==> src/rtl/id_decode_stage.sv <==
// id_decode_stage: registered secondary-format decoder with 2-entry skid buffer and literal prefix
module id_decode_stage #(
  parameter int INSTR_W = 14,
  parameter int LIT_W   = 16,
  parameter int CTRL_W  = 26
) (
  input  logic               clk,
  input  logic               rst,
  input  logic               flush,
  input  logic               in_valid,
  output logic               in_ready,
  input  logic [INSTR_W-1:0] in_instr,
  output logic               out_valid,
  input  logic               out_ready,
  output logic [CTRL_W-1:0]  out_ctrl,
  output logic [LIT_W-1:0]   out_lit,
  output logic               out_illegal
);
  typedef enum logic {IDLE, HELD} state_t;
  state_t state_q, state_d;
  logic [7:0] pfx_q, pfx_d;
  logic ov_q, ov_d, sv_q, sv_d, oi_q, oi_d, si_q, si_d;
  logic [CTRL_W-1:0] oc_q, oc_d, sc_q, sc_d, w_ctrl;
  logic [LIT_W-1:0] ol_q, ol_d, sl_q, sl_d, w_lit;
  logic [4:0] op;
  logic [3:0] cls;
  logic is_pfx, w_ill, acc, wv, free;
  // decode the incoming word; a held prefix widens the literal of classes 3..7
  always_comb begin
    op = in_instr[INSTR_W-1 -: 5];
    cls = op[4:2] == 3'b110 ? 4'd1 :
          op[4:2] == 3'b111 ? 4'd2 :
          op[4:2] == 3'b100 ? 4'd3 :
          op[4:2] == 3'b101 ? 4'd4 :
          op == 5'b01100    ? 4'd5 :
          op == 5'b01101    ? 4'd6 :
          op == 5'b00010    ? 4'd7 : 4'd0;
    is_pfx = op == 5'b00011;
    w_ill = cls == 4'd0 && !is_pfx;
    w_ctrl = cls == 4'd0 ? '0 : {cls, in_instr[10:8], {(CTRL_W-7){1'b0}}};
    w_lit = cls == 4'd0                       ? '0 :
            state_q == HELD && cls >= 4'd3    ? LIT_W'({pfx_q, in_instr[7:0]}) :
            cls <= 4'd2                       ? {{(LIT_W-8){in_instr[7]}}, in_instr[7:0]} :
            cls <= 4'd4                       ? LIT_W'(in_instr[7:0]) : LIT_W'(in_instr[8:0]);
  end
  // handshake, skid movement and prefix state; flush beats accept
  always_comb begin
    acc = in_valid && !sv_q && !flush;
    wv = acc && !is_pfx;
    free = !ov_q || out_ready;
    state_d = acc ? (is_pfx ? HELD : IDLE) : state_q;
    pfx_d = acc && is_pfx ? in_instr[7:0] : pfx_q;
    ov_d = ov_q;
    sv_d = sv_q;
    oc_d = oc_q;
    ol_d = ol_q;
    oi_d = oi_q;
    sc_d = sc_q;
    sl_d = sl_q;
    si_d = si_q;
    if (flush) begin
      ov_d = 1'b0;
      sv_d = 1'b0;
      state_d = IDLE;
    end else if (free && sv_q) begin
      sv_d = 1'b0;
      {oc_d, ol_d, oi_d} = {sc_q, sl_q, si_q};
    end else if (free) begin
      ov_d = wv;
      {oc_d, ol_d, oi_d} = wv ? {w_ctrl, w_lit, w_ill} : {oc_q, ol_q, oi_q};
    end else if (wv) begin
      sv_d = 1'b1;
      {sc_d, sl_d, si_d} = {w_ctrl, w_lit, w_ill};
    end
  end
  // state registers
  always_ff @(posedge clk) begin
    if (rst) begin
      state_q <= IDLE;
      pfx_q <= '0;
      ov_q <= 1'b0;
      sv_q <= 1'b0;
      oc_q <= '0;
      ol_q <= '0;
      oi_q <= 1'b0;
      sc_q <= '0;
      sl_q <= '0;
      si_q <= 1'b0;
    end else begin
      state_q <= state_d;
      pfx_q <= pfx_d;
      ov_q <= ov_d;
      sv_q <= sv_d;
      oc_q <= oc_d;
      ol_q <= ol_d;
      oi_q <= oi_d;
      sc_q <= sc_d;
      sl_q <= sl_d;
      si_q <= si_d;
    end
  end
  assign in_ready = !sv_q;
  assign out_valid = ov_q;
  assign out_ctrl = oc_q;
  assign out_lit = ol_q;
  assign out_illegal = oi_q;
endmodule

==> config.mk <==
export PLATFORM = sky130hd
export DESIGN_NAME = id_decode_stage
export DESIGN_NICKNAME = d
export VERILOG_FILES = /design/src/rtl/id_decode_stage.sv
export SDC_FILE = /design/constraint.sdc
export NUM_CORES = 1
export LEC_CHECK = 0
export ABC_CLOCK_PERIOD_IN_PS = 2600
export BUFFER_PORTS_ARGS = -buffer_cell sky130_fd_sc_hd__buf_4
export CAP_MARGIN = 20
export CORE_MARGIN = 3
export CORE_UTILIZATION = 40
export DETAILED_ROUTE_END_ITERATION = 12
export GPL_TIMING_DRIVEN = 0
export PLACE_DENSITY = 0.59
export SLEW_MARGIN = 40
export SYNTH_ARGS = -nofsm -noshare
export SYNTH_HDL_FRONTEND = slang
export SYNTH_SLANG_ARGS = --single-unit
export TNS_END_PERCENT = 20
==> constraint.sdc <==
create_clock -name clk -period 2.6 [get_ports clk]
set_clock_uncertainty 0.2 [all_clocks]
set_input_delay 0.52 -clock clk [delete_from_list [all_inputs] [get_ports clk]]
set_output_delay 0.52 -clock clk [all_outputs]
set_load 0.05 [all_outputs]
==> results.yml <==
outcome:
  run_status: "finished, final reports clean"
flow_run:
  max-cap-violations: 0
logic_synthesis:
  synthTopCellsByCount: "57 x dfxtp_1, 41 x a21oi_1, 38 x nand2_1"
  mappedNetlistArea_sq_mm: 0.002775
  ys_warn_count: 0
  ys_async_sr_fraction: 0
  ys_seq_area_frac: 0.4112
  ys_ff_latch: 57
  ys_dominant_reg_cell: "dfxtp_1"
  ys_types: 48
  ys_top_cells_by_area: "dfxtp_1 41%, a21oi_1 7.4%, buf_4 5.7%"
  synth_edf_count: 0
  synth_cells: 322
  avgSynthCellArea_sq_um: 8.619
  synth_top_area_frac: 0.4112
  synth_most_common_cell: "dfxtp_1"
  netlist.top_cell.by_area: "dfxtp_1"
clock_tree:
  h-tree-depth: 3
  clk_path_buf_depth: 2
  post_cts_buffers: 0
  tritoncts: "done"
  root_buffer: "clkbuf_8"
  clk_pin_slew_ns: 0.07
  cts-buffers-inserted: 9
  clock_latency_ns: 0.34
  clock-sinks: 57
  holdBufCountCts: 0
power:
  p_leak_nw: 1.427
  power_density_mw_per_mm2: 621.0
  vdd_ir_drop_max_uv: 350.2
placed_design:
  hpwl_um: 5624
  port_buffers: 40
  dp_cells: 458
  placed_area_sq_mm: 0.003243
  pre_cts_ws_ns: -0.08702
  routabilityCongestion: 0.8778
worst_setup_path:
  end_kind: "primary output"
  worstPathRequired_ns: 1.88
  crit_type: "reg2out"
  cpPeakStageDelay_ns: 0.51
  crit_buf_inv: 3
  arrival_ns: 1.72
  cp-start-kind: "flip-flop"
  crit_path_max_fanout: 10
  worstPathCellList: "inv_2 > buf_1 > buf_4"
  crit_slowest_cell: "buf_1"
  cp_top_family: "buffers and inverters"
global_routing:
  grt_overflow: 0
  grt_pass1_wl_um: 12980
  grt_pass1_vias: 2531
  antenna_found_initial: 0
  grt_max_degree: 12
  track_usage: 0.2179
routing:
  viasPerCell: 5.557
  wl_per_cell_um: 16.83
  firstDrtPassIters: 7
  drt_first_iter_violations: 144
  vias: 2634
  wl_um: 7978
  ant_nets: 0
  drc: 0
layout:
  stdcell_count: 474
  n_antenna_cell: 0
  area_delta_synth_final_pct: 25.02
  layout.nets: 411
  fillers: 658
  stdcell_area_sq_mm: 0.003470
  drive_above_1_share: 0.2569
sta:
  rsz0062_at_grt: "no"
  finalSetupViolCount: 0
  hold_viol_final: 0
  worst_pin_slew_ns: 0.7939
  hold_slack_ns: 0.2442
  worst_slack_ns: 0.1575
  timing.final.crit_period_ns: 2.442
  relSlewSlack: 0.4676
  max_freq_ghz: 0.4094
  fin_crit_sh: 0.9394
  maxSlewViolCount: 0
die:
  fp.dieW_um: 89.30
  io_pins: 64
  die_area_sq_mm: 0.007974
  rows: 29
  core_sq_mm: 0.006531
  die_height_um: 89.30
  initial_core_util: 0.4249
worst_hold_path:
  hold_class: "in2reg"
[registers in the layout, indices dropped and copies added, names as in the netlist]
register	cells
pfx_q	8
sl_q	16
out_lit	16
out_valid	1
sc_q	6
state_q	1
si_q	1
sv_q	1
out_illegal	1
out_ctrl	6
[cell type report]
| cell class | instances | area, sq um | area share |
|---|---|---|---|
| inverter | 6 | 22.52 | 0.006491 |
| multi-input combinational | 237 | 1428 | 0.4115 |
| tap | 77 | 96.34 | 0.02777 |
| sequential | 57 | 1141 | 0.3289 |
| timing repair buffer | 40 | 300.3 | 0.08655 |
| clock inverter | 6 | 92.59 | 0.02669 |
| clock buffer | 10 | 127.6 | 0.03678 |
| buffer | 41 | 261.5 | 0.07537 |
[layer usage]
layer | part of all wire | vias to the layer above | wire (um) | global-route usage
met5 | 0 | - | 0 | 0
met4 | 0.027 | 0 | 214 | 0.1015
met3 | 0.077 | 22 | 611 | 0.04977
met2 | 0.45 | 129 | 3575 | 0.3382
met1 | 0.45 | 1219 | 3576 | 0.2868
li1 | - | 1264 | - | -
[repair_timing]
item | CTS | global route
setup endpoints to repair | 0 | 1
resized for setup | 0 | 1
hold endpoints to repair | 0 | 0
[worst reg2reg max path, cell delays in order (launching register included)]
cell	delay, ns
dfxtp_1	0.37
nor2b_1	0.43
nor2_1	0.19
a31oi_2	0.39
buf_2	0.35
a22oi_1	0.11
o32ai_1	0.17
[logic make-up (layout without fill, tap and decap cells)]
kind of cell / count (synthesis) / count (layout) / share of synthesized area
and+or+nand+nor: 104 / 104 / 0.1975
DFF: 57 / 57 / 0.4112
buffers and inverters: 47 / 103 / 0.1023
AOI/OAI and AO/OA: 105 / 105 / 0.2588
other: 1 / 20 / 0.001351
muxes: 8 / 8 / 0.02886
[path summary, 6_finish.rpt]
kind	start	endpoint	slack (ns)	cells past startpoint
max	sv_q	in_ready	0.16	3
min	in_instr[4]	pfx_q[4]	0.24	3
max reg2reg	out_valid	out_lit[10]	0.30	6
min reg2reg	out_ctrl[22]	out_ctrl[22]	0.25	2
[cell usage in the layout (no fill, tap or decap), drive strengths merged, types with 6 or more instances in the layout]
| cell type | instances |
|---|---|
| buf | 72 |
| dfxtp | 57 |
| a21oi | 41 |
| nand2 | 38 |
| nor2 | 29 |
| conb | 20 |
| clkbuf | 19 |
| nand3 | 14 |
| o211ai | 11 |
| a21o | 10 |
| mux2i | 8 |
| a22oi | 8 |
| o2bb2ai | 7 |
| nor3 | 7 |
| o32ai | 6 |
| inv | 6 |
[power by group]
| part | internal (mW) | leakage [nW] | switching [mW] | total (mW) |
|---|---|---|---|---|
| Combinational | 0.102 | 0.864 | 0.230 | 0.332 |
| Clock | 0.542 | 0.103 | 0.383 | 0.925 |
| Sequential | 0.889 | 0.461 | 0.00897 | 0.898 |
[through the flow]
| stage | util | total power, mW | setup TNS (ns) |
|---|---|---|---|
| 2_1_floorplan | - | 1.157 | 0 |
| 3_3_place_gp | 0.4966 | 1.245 | -0.08395 |
| 3_5_place_dp | 0.4966 | 1.246 | -0.2862 |
| 4_1_cts | 0.5303 | 2.162 | 0 |
| 5_1_grt | 0.5312 | 2.239 | 0 |
| 6_report | 0.5312 | 2.154 | 0 |
No activity file was read; power rests on OpenSTA's default activity.
